**config.mk**
```make
export PLATFORM = sky130hd
export DESIGN_NAME = memory_stage_flat
export DESIGN_NICKNAME = d
export VERILOG_FILES = /design/src/rtl/memory_stage_if.sv /design/src/rtl/memory_stage.sv /design/src/flat_wrapper.sv
export SDC_FILE = /design/constraint.sdc
export NUM_CORES = 1
export LEC_CHECK = 0
export BUFFER_PORTS_ARGS = -buffer_cell sky130_fd_sc_hd__buf_2
export CORE_AREA = 2 2 145 90
export CTS_BUF_LIST = sky130_fd_sc_hd__clkbuf_8
export DETAILED_ROUTE_END_ITERATION = 6
export DIE_AREA = 0 0 147 92
export GPL_TIMING_DRIVEN = 1
export PLACE_DENSITY = 0.61
export SLEW_MARGIN = 10
export SYNTH_ARGS = -nofsm -noshare
export SYNTH_HDL_FRONTEND = slang
export SYNTH_SLANG_ARGS = --single-unit
```
**constraint.sdc**
```tcl
create_clock -name clk -period 2.15 [get_ports clk]
set_input_delay 0.215 -clock clk [delete_from_list [all_inputs] [get_ports clk]]
set_output_delay 0.215 -clock clk [all_outputs]
set_load 0.1 [all_outputs]
```
**src/rtl/memory_stage_if.sv**
```systemverilog
// Request/acknowledge bus between the memory stage and external data memory.
interface memory_stage_if;
  logic        mem_req;
  logic        mem_we;
  logic [15:0] mem_addr;
  logic [15:0] mem_wdata;
  logic [15:0] mem_rdata;
  logic        mem_ack;

  modport master (
    output mem_req, mem_we, mem_addr, mem_wdata,
    input  mem_rdata, mem_ack
  );

  modport slave (
    input  mem_req, mem_we, mem_addr, mem_wdata,
    output mem_rdata, mem_ack
  );
endinterface

```
**src/rtl/memory_stage.sv**
```systemverilog
// MISC-V memory stage: EX/MEM and MEM/WB registers plus a request/ack FSM
// toward data memory, with a bounded wait that force-completes stuck accesses.
module memory_stage #(
  parameter int ACK_TIMEOUT = 255
) (
  input  logic        clk,
  input  logic        reset,
  input  logic        IRegWrite,
  input  logic        IRegStore,
  input  logic        IMemWrite,
  input  logic        IMemRead,
  input  logic [15:0] IALUResult,
  input  logic [15:0] I3rdArg,
  input  logic [15:0] IRd,
  memory_stage_if.master mem,
  output logic        stall,
  output logic [15:0] ALUResultMEM,
  output logic [15:0] ORdM,
  output logic        ORegWriteM,
  output logic [15:0] loadDataWB,
  output logic [15:0] ORdWB,
  output logic        ORegWriteWB,
  output logic        ORegStoreWB,
  output logic        mem_err
);

  typedef enum logic {S_IDLE, S_WAIT} state_t;

  localparam logic [7:0] TIMEOUT_LAST = 8'(ACK_TIMEOUT - 1);

  state_t      state_q, state_d;
  logic [7:0]  count_q, count_d;
  logic        ex_reg_write_q, ex_reg_write_d;
  logic        ex_reg_store_q, ex_reg_store_d;
  logic        ex_mem_write_q, ex_mem_write_d;
  logic        ex_mem_read_q, ex_mem_read_d;
  logic [15:0] ex_alu_q, ex_alu_d;
  logic [15:0] ex_arg3_q, ex_arg3_d;
  logic [15:0] ex_rd_q, ex_rd_d;
  logic        wb_reg_write_q, wb_reg_write_d;
  logic        wb_reg_store_q, wb_reg_store_d;
  logic [15:0] wb_data_q, wb_data_d;
  logic [15:0] wb_rd_q, wb_rd_d;
  logic        err_q, err_d;

  logic in_wait, timeout_hit, complete, capture, is_read;

  always_comb begin
    in_wait     = (state_q == S_WAIT);
    timeout_hit = in_wait && (count_q == TIMEOUT_LAST) && !mem.mem_ack;
    complete    = in_wait && (mem.mem_ack || timeout_hit);
    capture     = !in_wait || complete;
    // Both MemRead and MemWrite set is serviced as a write.
    is_read     = ex_mem_read_q && !ex_mem_write_q;
  end

  always_comb begin
    state_d        = state_q;
    count_d        = count_q;
    ex_reg_write_d = ex_reg_write_q;
    ex_reg_store_d = ex_reg_store_q;
    ex_mem_write_d = ex_mem_write_q;
    ex_mem_read_d  = ex_mem_read_q;
    ex_alu_d       = ex_alu_q;
    ex_arg3_d      = ex_arg3_q;
    ex_rd_d        = ex_rd_q;
    wb_reg_write_d = wb_reg_write_q;
    wb_reg_store_d = wb_reg_store_q;
    wb_data_d      = wb_data_q;
    wb_rd_d        = wb_rd_q;
    err_d          = err_q | timeout_hit;

    if (capture) begin
      ex_reg_write_d = IRegWrite;
      ex_reg_store_d = IRegStore;
      ex_mem_write_d = IMemWrite;
      ex_mem_read_d  = IMemRead;
      ex_alu_d       = IALUResult;
      ex_arg3_d      = I3rdArg;
      ex_rd_d        = IRd;
    end

    // A completing access may hand over directly to the next memory op.
    if (capture && (IMemRead || IMemWrite)) begin
      state_d = S_WAIT;
      count_d = 8'd0;
    end else if (complete) begin
      state_d = S_IDLE;
      count_d = 8'd0;
    end else if (in_wait) begin
      count_d = count_q + 8'd1;
    end

    if (capture) begin
      wb_reg_write_d = ex_reg_write_q;
      wb_reg_store_d = ex_reg_store_q;
      wb_rd_d        = ex_rd_q;
      if (in_wait && is_read)
        wb_data_d = timeout_hit ? 16'h0000 : mem.mem_rdata;
      else
        wb_data_d = ex_alu_q;
    end else begin
      wb_reg_write_d = 1'b0;
      wb_reg_store_d = 1'b0;
    end
  end

  always_ff @(posedge clk or negedge reset) begin
    if (!reset) begin
      state_q        <= S_IDLE;
      count_q        <= 8'd0;
      ex_reg_write_q <= 1'b0;
      ex_reg_store_q <= 1'b0;
      ex_mem_write_q <= 1'b0;
      ex_mem_read_q  <= 1'b0;
      ex_alu_q       <= 16'h0000;
      ex_arg3_q      <= 16'h0000;
      ex_rd_q        <= 16'h0000;
      wb_reg_write_q <= 1'b0;
      wb_reg_store_q <= 1'b0;
      wb_data_q      <= 16'h0000;
      wb_rd_q        <= 16'h0000;
      err_q          <= 1'b0;
    end else begin
      state_q        <= state_d;
      count_q        <= count_d;
      ex_reg_write_q <= ex_reg_write_d;
      ex_reg_store_q <= ex_reg_store_d;
      ex_mem_write_q <= ex_mem_write_d;
      ex_mem_read_q  <= ex_mem_read_d;
      ex_alu_q       <= ex_alu_d;
      ex_arg3_q      <= ex_arg3_d;
      ex_rd_q        <= ex_rd_d;
      wb_reg_write_q <= wb_reg_write_d;
      wb_reg_store_q <= wb_reg_store_d;
      wb_data_q      <= wb_data_d;
      wb_rd_q        <= wb_rd_d;
      err_q          <= err_d;
    end
  end

  assign mem.mem_req   = in_wait;
  assign mem.mem_we    = in_wait && ex_mem_write_q;
  assign mem.mem_addr  = in_wait ? ex_alu_q : 16'h0000;
  assign mem.mem_wdata = in_wait ? ex_arg3_q : 16'h0000;

  assign stall        = in_wait && !complete;
  assign ALUResultMEM = ex_alu_q;
  assign ORdM         = ex_rd_q;
  assign ORegWriteM   = ex_reg_write_q;
  assign loadDataWB   = wb_data_q;
  assign ORdWB        = wb_rd_q;
  assign ORegWriteWB  = wb_reg_write_q;
  assign ORegStoreWB  = wb_reg_store_q;
  assign mem_err      = err_q;

endmodule
```
**src/flat_wrapper.sv**
```systemverilog
// flat-port wrapper written by rule: the top's interface ports become plain ports
module memory_stage_flat 
#(
  parameter int ACK_TIMEOUT = 255
)
  (clk, reset, IRegWrite, IRegStore, IMemWrite, IMemRead, IALUResult, I3rdArg, IRd, stall, ALUResultMEM, ORdM, ORegWriteM, loadDataWB, ORdWB, ORegWriteWB, ORegStoreWB, mem_err, mem_mem_req, mem_mem_we, mem_mem_addr, mem_mem_wdata, mem_mem_rdata, mem_mem_ack);
  memory_stage_if mem_i ();
  input  logic clk;
  input  logic reset;
  input  logic IRegWrite;
  input  logic IRegStore;
  input  logic IMemWrite;
  input  logic IMemRead;
  input  logic [15:0] IALUResult;
  input  logic [15:0] I3rdArg;
  input  logic [15:0] IRd;
  output logic stall;
  output logic [15:0] ALUResultMEM;
  output logic [15:0] ORdM;
  output logic ORegWriteM;
  output logic [15:0] loadDataWB;
  output logic [15:0] ORdWB;
  output logic ORegWriteWB;
  output logic ORegStoreWB;
  output logic mem_err;
  output wire logic [$bits(mem_i.mem_req)-1:0] mem_mem_req;
  output wire logic [$bits(mem_i.mem_we)-1:0] mem_mem_we;
  output wire logic [$bits(mem_i.mem_addr)-1:0] mem_mem_addr;
  output wire logic [$bits(mem_i.mem_wdata)-1:0] mem_mem_wdata;
  input wire logic [$bits(mem_i.mem_rdata)-1:0] mem_mem_rdata;
  input wire logic [$bits(mem_i.mem_ack)-1:0] mem_mem_ack;
  assign mem_mem_req = mem_i.mem_req;
  assign mem_mem_we = mem_i.mem_we;
  assign mem_mem_addr = mem_i.mem_addr;
  assign mem_mem_wdata = mem_i.mem_wdata;
  assign mem_i.mem_rdata = mem_mem_rdata;
  assign mem_i.mem_ack = mem_mem_ack;
  memory_stage #(.ACK_TIMEOUT(ACK_TIMEOUT)) u_core (.clk(clk), .reset(reset), .IRegWrite(IRegWrite), .IRegStore(IRegStore), .IMemWrite(IMemWrite), .IMemRead(IMemRead), .IALUResult(IALUResult), .I3rdArg(I3rdArg), .IRd(IRd), .mem(mem_i), .stall(stall), .ALUResultMEM(ALUResultMEM), .ORdM(ORdM), .ORegWriteM(ORegWriteM), .loadDataWB(loadDataWB), .ORdWB(ORdWB), .ORegWriteWB(ORegWriteWB), .ORegStoreWB(ORegStoreWB), .mem_err(mem_err));
endmodule
```
==> flow_summary.yaml <==
outcome:
  outcome: "finished clean"
final_layout:
  syn2layout_area_growth_pct: 40.1
  antenna_cells: 0
  drive_above_1_share: 0.598
  multi_input_area_um2: 1750
  fillerInstances: 1180
  fin_nets: 576
  seq_area_um2: 2410
power:
  p_leak_nw: 2.80
  vdd_drop_max_uv: 535
  p_per_area_nw_per_um2: 1080
job:
  maxCapViolCount: 0
clock_tree:
  clkTransAtPathRegs_ns: 0.09
  cts_tree: "done"
  clk_latency_ns: 0.35
  cts.htree.levels: 3
  clockBufferDepth: 2
  cts.sinks: 96
  ctsRootBufferMaster: "clkbuf_8"
  numCtsBuffers: 9
worst_setup_path:
  crit_type: "flip-flop to output pin"
  cp_slowest_cell: "dfrtp_1"
  critical_path_peak_fanout: 14
  crit_required_ns: 1.93
  crit_path_cell_trace: "inv_1, ha_1, nand4_1, o21ai_4, inv_4, buf_12"
  cp_data_arrival_time_ns: 1.81
  start_kind: "flip-flop"
  critPathCaptureType: "output pin"
  slowest_delay_ns: 0.46
synth:
  ys_seq_area_frac: 0.571
  synthFlopType: "dfrtp_1"
  avgSynthCellArea_um2: 12.9
  syn_nets: 400
  synth_area_um2: 4210
  postSynthCellCount: 327
  ys_ff_latch: 96
  synthArstFlopShare: 1.00
  ys_types: 35
  yosys_warnings: 0
  synth-edff-count: 0
routing:
  postRouteAntennaNets: 0
  dr.pass1.iters: 6
  num_vias: 3092
  wl_per_cell_um: 14.6
  wirelength_mm: 9.90
  drt_iter0_drc: 61
  avgViaCountPerCell: 4.56
  drc: 0
timing:
  layout_setup_ws_ns: 0.124
  slew_headroom: 0.620
  fin_skew_ns: 0.00966
  final-hold-violation-count: 0
  finalSetupTns_ns: 0
  setup_viol: 0
  hold_slack_ns: 0.0830
  rsz0062_at_grt: "no"
  worst_slew_pin_slew_ns: 0.566
  final.min_clock_period_ns: 2.03
  period_share: 0.942
  max_freq_mhz: 494
  drv_slew: 0
global_route:
  grt_pass1_wl_mm: 16.3
  grt_pass1_vias: 3163
  grt.total_usage: 0.153
  antenna_found_initial: 0
  grt_start_max_net_pins: 57
  overflow: 0
floorplan:
  start_util: 0.339
  dieArea_um2: 13500
  ioPinCount: 174
  core_um2: 12400
  die_h_um: 92
  die_width_um: 147
  num_rows: 32
place:
  routabilityCongestion: 0.754
  dpl.hpwl_mm: 7.23
  portBuffers: 173
  preCtsSetupSlack_ns: 0.220
worst_hold_path:
  min_path_type: "primary input to flip-flop"
[synthesized netlist by cell type (3+ instances only)]
cell / n / share of area
o31ai_1: 3 / 0.0054
mux2_1: 7 / 0.019
and2_1: 20 / 0.030
mux2i_1: 16 / 0.038
dfrtp_1: 96 / 0.57
clkbuf_1: 5 / 0.0045
nand2_1: 24 / 0.021
nor2_1: 16 / 0.014
inv_1: 18 / 0.016
mux2_2: 77 / 0.21
buf_2: 11 / 0.013
o21ai_0: 4 / 0.0048
[placed cells by master (no fill, tap or decap), drive strengths merged, types with 2 or more instances in the layout]
master | Yosys | final
or4 | 2 | 2
nand4 | 2 | 2
and4 | 2 | 2
mux2i | 16 | 16
clkbuf | 5 | 10
ha | 2 | 2
a22oi | 2 | 2
or3 | 2 | 2
mux2 | 84 | 84
and2 | 20 | 20
nand3 | 2 | 2
inv | 19 | 21
dfrtp | 96 | 96
buf | 12 | 181
xor2 | 2 | 2
o21ai | 5 | 5
clkinv | 1 | 3
nor2 | 16 | 16
bufinv | 0 | 2
nand2 | 24 | 24
o31ai | 3 | 3
[through the flow]
step	utilization	total power [mW]	area, µm²	cells
global placement	0.456	5.12	5660	661
detailed placement	0.456	5.15	5660	661
CTS	0.474	6.48	5890	678
global route	0.475	6.67	5900	678
floorplan	-	4.53	4320	327
finish	0.475	6.39	5900	678
[critical path: cells and delay by family (launching register included)]
family          cells  cell delay, ns
compound gates      1            0.24
fa+ha+maj           1            0.16
buf+inv             3            0.44
flops               1            0.46
simple gates        1            0.16
[area by class of cell]
| class | instances | area share |
|---|---|---|
| Tap cell | 170 | 0.0361 |
| Clock buffer | 10 | 0.0233 |
| Multi-Input combinational cell | 194 | 0.297 |
| Clock inverter | 6 | 0.0140 |
| Timing Repair Buffer | 182 | 0.208 |
| Inverter | 20 | 0.0132 |
| Sequential cell | 96 | 0.408 |
[path summary, 6_finish.rpt]
check | start | to | slack, ns | cells after the start
hold / removal | IALUResult[2] | u_core.ALUResultMEM[2] | 0.08 | 2
max in group asynchronous | reset | u_core.ALUResultMEM[6] | 1.15 | 3
hold reg to reg | u_core.mem_err | u_core.mem_err | 0.47 | 2
setup reg to reg | u_core.count_q[0] | u_core.ALUResultMEM[5] | 0.18 | 6
setup / recovery | u_core.count_q[0] | stall | 0.12 | 6
min in group asynchronous | reset | u_core.ORdWB[3] | 0.36 | 2
[logic make-up after synthesis]
logic type | after synthesis | synth area share
mux | 100 | 0.263
buf+inv | 37 | 0.0372
flops | 96 | 0.571
compound gates | 15 | 0.0276
xor+xnor | 2 | 0.00416
fa+ha+maj | 2 | 0.00594
simple gates | 75 | 0.0916
[state kept, by name, summed over array words and instances, names as in the netlist, 8 cells and up]
register and cells:
u_core.count_q 8, u_core.loadDataWB 16, u_core.ORdM 16, u_core.ORdWB 16, u_core.ex_arg3_q 16, u_core.ALUResultMEM 16
[report_power, final]
part	switching (mW)	internal, mW	leakage, nW
Sequential	0.130	2.03	1.14
Clock	0.607	0.684	0.118
Combinational	2.32	0.620	1.55
Total	3.06	3.33	2.80
[timing repair]
item,in CTS,in global routing
setup endpoints to repair,0,14
resized for setup,0,4
hold endpoints to repair,36,0
hold buffers,1,0
buffers inserted,0,0
[routing by layer]
layer	routed length, µm	vias up	track usage
li1	-	1465	-
met1	4610	1537	0.204
met2	4510	86	0.237
met3	741	4	0.0632
met4	37	0	0.0288
met5	0	-	0
Power figures use the tool's default switching activity.
